===== src/rtl/vy_input_sequencer.sv =====
// Host-to-core input sequencer for dilithium verify: splits one flat host word stream into fields and collects the verdict.
// Optional cycle counter output `cycles` enabled by defining VY_SEQ_PERF_CNT_EN.
module vy_input_sequencer #(
  parameter int unsigned W      = 64,
  parameter int unsigned MLEN_W = 64
) (
  input  logic          clk,
  input  logic          rst,
  input  logic [2:0]    sec_lvl,
  input  logic          h_valid,
  output logic          h_ready,
  input  logic [W-1:0]  h_data,
  output logic          c_start,
  output logic          c_valid,
  input  logic          c_ready,
  output logic [W-1:0]  c_data,
  input  logic          r_valid,
  output logic          r_ready,
  input  logic [W-1:0]  r_data,
  output logic          done,
  output logic          accept,
  output logic          busy,
  output logic          err
`ifdef VY_SEQ_PERF_CNT_EN
  ,
  output logic [31:0]   cycles
`endif
);

  typedef enum logic [3:0] {
    S_IDLE, S_START, S_RHO, S_C, S_Z, S_T1, S_MLEN, S_MSG, S_H, S_RESULT, S_ERR
  } state_t;

  state_t      state, state_nx;
  logic [2:0]  lvl_q;
  logic [63:0] cnt_q;
  logic [63:0] msg_words_q;
  logic [63:0] field_len;
  logic [63:0] mlen64;
  logic [63:0] msg_words_nx;
  logic        in_field;
  logic        xfer;
  logic        last;
  logic        busy_q, done_q, accept_q, err_q;

  function automatic logic lvl_ok(input logic [2:0] l);
    return (l == 3'b010) || (l == 3'b011) || (l == 3'b101);
  endfunction

  assign in_field = (state == S_RHO) || (state == S_C)    || (state == S_Z)   ||
                    (state == S_T1)  || (state == S_MLEN) || (state == S_MSG) ||
                    (state == S_H);
  assign xfer     = in_field && h_valid && c_ready;
  assign last     = (cnt_q == field_len - 64'd1);

  // Word count for the message field: ceil(msg_len*8/W) in a 64-bit intermediate.
  always_comb begin
    mlen64               = '0;
    mlen64[MLEN_W-1:0]   = h_data[MLEN_W-1:0];
    msg_words_nx         = ((mlen64 << 3) + 64'(W - 1)) / 64'(W);
  end

  always_comb begin
    field_len = 64'd1;
    case (state)
      S_RHO, S_C: field_len = 64'd4;
      S_Z:        field_len = (lvl_q == 3'b010) ? 64'd288 : (lvl_q == 3'b011) ? 64'd400 : 64'd560;
      S_T1:       field_len = (lvl_q == 3'b010) ? 64'd160 : (lvl_q == 3'b011) ? 64'd240 : 64'd320;
      S_MLEN:     field_len = 64'd1;
      S_MSG:      field_len = msg_words_q;
      S_H:        field_len = (lvl_q == 3'b011) ? 64'd8 : 64'd11;
      default:    field_len = 64'd1;
    endcase
  end

  always_comb begin
    state_nx = state;
    h_ready  = 1'b0;
    c_valid  = 1'b0;
    case (state)
      S_IDLE:   if (h_valid) state_nx = lvl_ok(sec_lvl) ? S_START : S_ERR;
      S_START:  state_nx = S_RHO;
      S_RHO, S_C, S_Z, S_T1, S_MLEN, S_MSG, S_H: begin
        c_valid = h_valid;
        h_ready = c_ready;
        if (xfer && last) begin
          case (state)
            S_RHO:   state_nx = S_C;
            S_C:     state_nx = S_Z;
            S_Z:     state_nx = S_T1;
            S_T1:    state_nx = S_MLEN;
            S_MLEN:  state_nx = (msg_words_nx == 64'd0) ? S_H : S_MSG;
            S_MSG:   state_nx = S_H;
            default: state_nx = S_RESULT;
          endcase
        end
      end
      S_RESULT: if (r_valid) state_nx = S_IDLE;
      S_ERR:    h_ready = 1'b1;
      default:  state_nx = S_IDLE;
    endcase
  end

  always_ff @(posedge clk) begin
    if (rst) begin
      state       <= S_IDLE;
      lvl_q       <= '0;
      cnt_q       <= '0;
      msg_words_q <= '0;
      busy_q      <= 1'b0;
      done_q      <= 1'b0;
      accept_q    <= 1'b0;
      err_q       <= 1'b0;
    end else begin
      state  <= state_nx;
      done_q <= 1'b0;
      if (state == S_IDLE && h_valid) begin
        lvl_q <= sec_lvl;
        if (lvl_ok(sec_lvl)) busy_q <= 1'b1;
        else                 err_q  <= 1'b1;
      end
      if (xfer) cnt_q <= last ? '0 : cnt_q + 64'd1;
      if (state == S_MLEN && xfer) msg_words_q <= msg_words_nx;
      if (state == S_RESULT && r_valid) begin
        accept_q <= (r_data != '0);
        done_q   <= 1'b1;
        busy_q   <= 1'b0;
      end
    end
  end

  assign c_start = (state == S_START);
  assign r_ready = (state == S_RESULT);
  assign c_data  = in_field ? h_data : '0;
  assign done    = done_q;
  assign accept  = accept_q;
  assign busy    = busy_q;
  assign err     = err_q;

`ifdef VY_SEQ_PERF_CNT_EN
  // busy drops together with done, so the count freezes there until the next start.
  always_ff @(posedge clk) begin
    if (rst)                          cycles <= '0;
    else if (c_start)                 cycles <= '0;
    else if (busy_q && cycles != '1)  cycles <= cycles + 32'd1;
  end
`endif

endmodule


===== config.mk =====
export PLATFORM = sky130hd
export DESIGN_NAME = vy_input_sequencer
export DESIGN_NICKNAME = d
export VERILOG_FILES = /design/src/rtl/vy_input_sequencer.sv
export SDC_FILE = /design/constraint.sdc
export NUM_CORES = 1
export LEC_CHECK = 0
export CAP_MARGIN = 0
export CORE_MARGIN = 1.5
export CORE_UTILIZATION = 40
export CTS_CLUSTER_SIZE = 10
export DETAILED_ROUTE_END_ITERATION = 10
export PLACE_DENSITY = 0.64
export SLEW_MARGIN = 40
export SYNTH_ARGS = -nofsm -noshare
export SYNTH_HDL_FRONTEND = slang
export SYNTH_SLANG_ARGS = --single-unit

===== constraint.sdc =====
create_clock -name clk -period 6.85 [get_ports clk]
set_clock_uncertainty 0.05 [all_clocks]
set_input_delay 0.685 -clock clk [delete_from_list [all_inputs] [get_ports clk]]
set_output_delay 0.685 -clock clk [all_outputs]
set_load 0.02 [all_outputs]

**Yosys cells after proc, flatten, opt, wreduce, memory -nomap -nowiden**

Cells that the tools add are included.

- Add/subtract/negate cells: 3
- Equal/unequal tests: 19
- Multiplexer cells: 18
- Bitwise operators: 2
- Reductions and logical operators: 23

Operators with widths:

| operator | count |
|---|---|
| $pmux W58 S5 | 1 |
| $mux W64 | 2 |
| $add A64 B1 Y64 const B | 1 |
| $add A64 B6 Y64 const B | 1 |
| $eq A64 B64 Y1 | 1 |
| $logic_not A64 Y1 | 1 |
| $reduce_bool A64 Y1 | 1 |
| $sub A64 B1 Y64 const B | 1 |
| $pmux W4 S6 | 1 |
| $mux W10 | 2 |
| $mux W4 | 5 |
| $pmux W4 S5 | 1 |
| $mux W9 | 2 |
| $eq A4 B3 Y1 const B | 4 |
| $eq A3 B2 Y1 const B | 4 |
| $eq A4 B4 Y1 const B | 3 |
| $eq A4 B2 Y1 const B | 2 |
| $logic_or A1 B1 Y1 | 8 |
| $reduce_or A7 Y1 | 1 |
| $logic_and A1 B1 Y1 | 6 |
| $ne A2 B2 Y1 const B | 3 |
| $eq A4 B1 Y1 const B | 1 |
| $logic_not A4 Y1 | 1 |
| $reduce_and A2 Y1 | 2 |
| 7 further kinds | 10 |

- Register bits: 133
- Input bits: 136
- Output and inout port bits: 72
- Word-level logic and storage cells: 73

**Longest topological paths before layout**

- Depth after elaboration: 12
- Depth in mapped cells: 19
- Mapped depth without buffers: 14

**Worst setup path before layout**

Ideal clock, no wire load.

- Path kind: register -> register
- Start: register state[1]
- End: register cnt_q[0]
- Library setup time: 0.115 ns
- Arrival: 4.546 ns
- Required time: 6.685 ns
- Path slack: 2.139 ns
- Cell stages (with the launch flop): 18
- Buffers on the path: 4
- Clock period less this slack: 4.711 ns
- Path through: dfxtp_1 clkbuf_1 or4b_1 o22ai_1 ha_1 o21ai_1 a2111o_1 buf_2 nor4_4 and4_1 nor4_1 or4_1 or4_1 nor4_2 or2_1 buf_4 buf_4 nor2_1

- Longest elaborated chain between the ends: 9
- Elaborated cells on any way between the ends: 20
- Those cells by class: add/sub: 1; eq/ne: 8; mux: 2; reduce/logical: 9

RTL lines:

| item | line | RTL |
|---|---|---|
| from (decl) | 34 | `state_t state, state_nx;` |
| from (signal assigned) | 115 | `state <= state_nx;` |
| branches (longest 9 deep; another with $sub A64 B1 Y64) | -- |  |
| to (signal assigned) | 122 | `if (xfer) cnt_q <= last ? '0 : cnt_q + 64'd1;` |
| to (decl) | 36 | `logic [63:0] cnt_q;` |

Parallel ways; which one is timed is not known.
A chain may end at the register's enable or synchronous reset.

**Worst setup path after layout**

- Start: register state[3]
- End: register cnt_q[44]

The elaborated chain is that of the path after synthesis.

==> reports/summary.txt <==
RUN STATUS
------------------------------------------------------------------------------
Run status                                                        finished clean

FLOW RUN
------------------------------------------------------------------------------
Number of max-cap violations                                                 0

SYNTHESIS
------------------------------------------------------------------------------
Adder-cell share of the synthesized area                               0.00217
Synthesized netlist cell count                                            1608
Synthesized-area fraction occupied by xor and xnor cells                 0.138
Async set-or-reset flop fraction in the synthesized netlist                  0
Dominant combinational cell family by area after synthesis        simple AND/OR/NAND/NOR gates
Synthesized Nets                                                          1746
Mean Syn Cell Area                                                   7.17 um^2
Compound-Gate Fraction of Synth Area                                     0.167
Number of warning messages in the yosys log                                  0
Number of enable-type register cells in the synthesized netlist              0
Area fraction in and, or, nand and nor cells after synthesis             0.388
Top_reg_cell synth                                                sky130_fd_sc_hd__dfxtp_1
Unique cell type count in the Yosys netlist                                 76
Synthesized flop and latch total                                           133
Portion of the post-synthesis area used by sequential elements           0.231
Syn Std Cell Area                                                  0.0115 mm^2
Mux contribution to synthesized area                                    0.0241

DRT
------------------------------------------------------------------------------
Count of nets left with antenna violations after detail routing              0
Total wire length                                                      42.5 mm
Vias after detailed routing                                              12568
Routed length per instance                                             20.0 um
Initial DRT Pass Iterations                                                  5
Initial DRC count                                                         1009
DRC Markers                                                                  0
Per-cell via count in the routed design                                   5.92

TIMING
------------------------------------------------------------------------------
Setup repair after global routing missed its margin                      false
Final Hold Vio Count                                                         0
Max-slew violation total from the final report                               0
Share of the cycle needed by the critical path after routing             0.919
Count of final setup violators                                               0
Slew @ Worst Pin                                                      0.912 ns
Tightest slew margin relative to the limit                               0.387
Peak clock frequency supported by timing                               159 MHz
Total negative slack for setup checks                                     0 ns
Min Clock Period, post-route                                           6.30 ns

CRITICAL PATH
------------------------------------------------------------------------------
Kind of capture point of the worst setup path                        flip-flop
Depth of the worst register-to-register path                                14
Cell-by-cell trace of the critical path                           or4b_1 > o22ai_1 > ha_1 > o21ai_1 > a2111o_1 > nor4_4 > and4_1 > nor4_1 > or4_1 > or4_1 > nor4_2 > or2_2 > buf_4 > nor2_1
Critical-path top delay cell                                      sky130_fd_sc_hd__dfxtp_1
CP Depth                                                                    14
R2r setup slk                                                          0.55 ns
Library cell appearing most often on the critical path            sky130_fd_sc_hd__or4_1
Capturing element of the worst setup path                         cnt_q[44]$_SDFFE_PP0P_
Crit path buffers/inverters                                                  1
Crit path arrival time                                                 6.56 ns
Reg-to-reg startpoint                                             state[3]$_SDFFE_PP0P_
Startpoint Class                                                     flip-flop
First element of the critical path                                state[3]$_SDFFE_PP0P_
Crit Reg-Reg Endpoint                                             cnt_q[44]$_SDFFE_PP0P_
Critical path fanouts, max                                                  31
Data required time of the worst path                                   7.11 ns
Worst stage delay on the critical path                                 0.79 ns
Critical path's top delay family                                  simple AND/OR/NAND/NOR gates
Type of the setup path with the least slack                       flip-flop to flip-flop

PWR
------------------------------------------------------------------------------
Peak supply drop                                                    0.000138 V
Leakage power summed over all cells                                    4.73 nW
Power per standard cell area                                       228 mW/mm^2

HOLD PATH
------------------------------------------------------------------------------
Count of cells along the worst hold path                                     2
Worst min-delay path category                                     flip-flop to flip-flop

GLOBAL ROUTE
------------------------------------------------------------------------------
Remaining global-route overflow                                              0
Wire length of the first global-routing pass                           67.6 mm
Pin count of the biggest net entering global routing                        80
Total Routing Usage GR                                                   0.281
Number of global-route vias before repair                                11896
Antenna violations before repair                                             0

FINAL LAYOUT
------------------------------------------------------------------------------
Final core occ                                                           0.512
Number of nets in the layout                                              1873
Most common cell after layout, fill and taps aside                sky130_fd_sc_hd__nor2_1
Non-filler instance count after layout                                    2124
Number of fill cells in the layout                                        2834
Leading cell types in the layout, fill and taps excluded          sky130_fd_sc_hd__nor2_1 (241), sky130_fd_sc_hd__clkdlybuf4s50_1 (206), sky130_fd_sc_hd__dfxtp_1 (133), sky130_fd_sc_hd__nand2_1 (120), sky130_fd_sc_hd__xnor2_1 (90)
Share of post-route cells with drive strength above 1                   0.0487
Antenna fix cells                                                            0
Area growth, synth to finish                                             24.8%

CLOCK NETWORK
------------------------------------------------------------------------------
Maximum root-to-sink buffer count                                            2
Buffer type at the clock tree root                                sky130_fd_sc_hd__clkbuf_16
TritonCTS Buffers                                                           17
Clock transition at the registers of the reported paths                0.06 ns
Post-CTS repair timing setup buffer count                                    0
Number of H-tree levels                                                      4
PostCTS Resize Cnt                                                           0
TritonCTS clock tree                                                      done
Clk_lat worst skew                                                     0.43 ns
Number of clock sinks seen by CTS                                          133
Hold buffers post-CTS                                                        0

FLOORPLAN
------------------------------------------------------------------------------
Initial Util                                                             0.410
Total number of placement rows                                              61
Horiz. Die Dim                                                          173 um
Ports                                                                      208
DIE HEIGHT                                                              173 um
Core area                                                          0.0281 mm^2
Area of the die                                                    0.0298 mm^2

PLACEMENT
------------------------------------------------------------------------------
Final estimated routing congestion in global placement                   0.989
Number of placed instances, taps included                                 2094
IO Port Bufs                                                               207
Detailed-placement wirelength estimate                                 33.6 mm

routing by layer:
metal	track usage	part of all wire	vias to the layer above
met5	0	0	-
li1	-	-	6158
met4	0.128	0.040	0
met1	0.402	0.47	5792
met2	0.418	0.43	520
met3	0.0380	0.063	98
sequential cells by signal, indices dropped and copies added (netlist names):
name	count
err	1
busy	1
lvl_q	3
done	1
cnt_q	64
accept	1
state	4
msg_words_q	58
synth_stat cells (10+ instances only):
cell type	count	share of area
sky130_fd_sc_hd__nor2_1	241	0.078
sky130_fd_sc_hd__dfxtp_1	133	0.23
sky130_fd_sc_hd__nand2_1	120	0.039
sky130_fd_sc_hd__clkbuf_1	95	0.031
sky130_fd_sc_hd__xnor2_1	90	0.068
sky130_fd_sc_hd__xor2_1	89	0.068
sky130_fd_sc_hd__nand3_1	76	0.033
sky130_fd_sc_hd__nor4_1	74	0.040
sky130_fd_sc_hd__and2_1	73	0.040
sky130_fd_sc_hd__a211oi_1	62	0.040
sky130_fd_sc_hd__nand4_1	62	0.034
sky130_fd_sc_hd__nor3_1	47	0.020
sky130_fd_sc_hd__o21ai_0	39	0.017
sky130_fd_sc_hd__and3_1	31	0.017
sky130_fd_sc_hd__a21oi_1	30	0.013
sky130_fd_sc_hd__inv_1	28	0.0091
sky130_fd_sc_hd__mux2i_1	21	0.018
sky130_fd_sc_hd__and4_1	19	0.014
sky130_fd_sc_hd__or4_1	19	0.012
sky130_fd_sc_hd__a31oi_1	16	0.0087
sky130_fd_sc_hd__buf_1	16	0.0052
sky130_fd_sc_hd__nand2b_1	14	0.0076
sky130_fd_sc_hd__or3_1	13	0.0071
sky130_fd_sc_hd__a311oi_1	10	0.0076
power by group:
| group | leakage [nW] | total (mW) | switching, mW | internal (mW) |
|---|---|---|---|---|
| Clock | 0.287 | 0.950 | 0.355 | 0.595 |
| Sequential | 1.07 | 0.834 | 0.0447 | 0.789 |
| Combinational | 3.37 | 1.50 | 0.843 | 0.654 |
metrics by stage:
step	total power, mW	setup slack (ns)	instance area (um^2)	hold WS [ns]
after global placement	2.33	0.788	13800	0.403
final	3.28	0.554	14400	0.438
after CTS	3.28	0.639	14400	0.444
after global routing	3.43	0.224	14400	0.483
after detailed placement	2.32	0.642	13800	0.424
after floorplan	1.70	2.14	11500	0.423
tightest hold or removal path, cell delays in order (launching register included):
cell	delay, ns
sky130_fd_sc_hd__dfxtp_1	0.34
sky130_fd_sc_hd__nor2_1	0.05
sky130_fd_sc_hd__nor2_1	0.07
logic make-up (layout without fill, tap and decap cells):
group / count (synthesis) / count (layout)
flops: 133 / 133
xor+xnor: 180 / 180
compound gates: 268 / 268
mux: 27 / 27
fa+ha+maj: 2 / 2
simple gates: 851 / 851
buf+inv: 147 / 285
how the worst min path moves through the flow:
| stage | slack, ns | endpoint | start |
|---|---|---|---|
| after floorplan | 0.42 | cnt_q[1]$_SDFFE_PP0P_ | cnt_q[1]$_SDFFE_PP0P_ |
| after global placement | 0.40 | err$_SDFFE_PP0P_ | err$_SDFFE_PP0P_ |
| after detailed placement | 0.42 | err$_SDFFE_PP0P_ | err$_SDFFE_PP0P_ |
| after CTS | 0.44 | err$_SDFFE_PP0P_ | err$_SDFFE_PP0P_ |
| after global routing | 0.48 | err$_SDFFE_PP0P_ | err$_SDFFE_PP0P_ |
| final | 0.44 | err$_SDFFE_PP0P_ | err$_SDFFE_PP0P_ |
cell type report:
| type | count | area, um^2 | area share |
|---|---|---|---|
| Clock buffer | 21 | 470 | 0.0327 |
| Tap cell | 378 | 473 | 0.0329 |
| Sequential cell | 133 | 2660 | 0.185 |
| Multi-Input combinational cell | 1328 | 8340 | 0.579 |
| Timing Repair Buffer | 227 | 2220 | 0.154 |
| Inverter | 28 | 105 | 0.00730 |
| Clock inverter | 9 | 128 | 0.00887 |
Power figures use the tool's default switching activity.
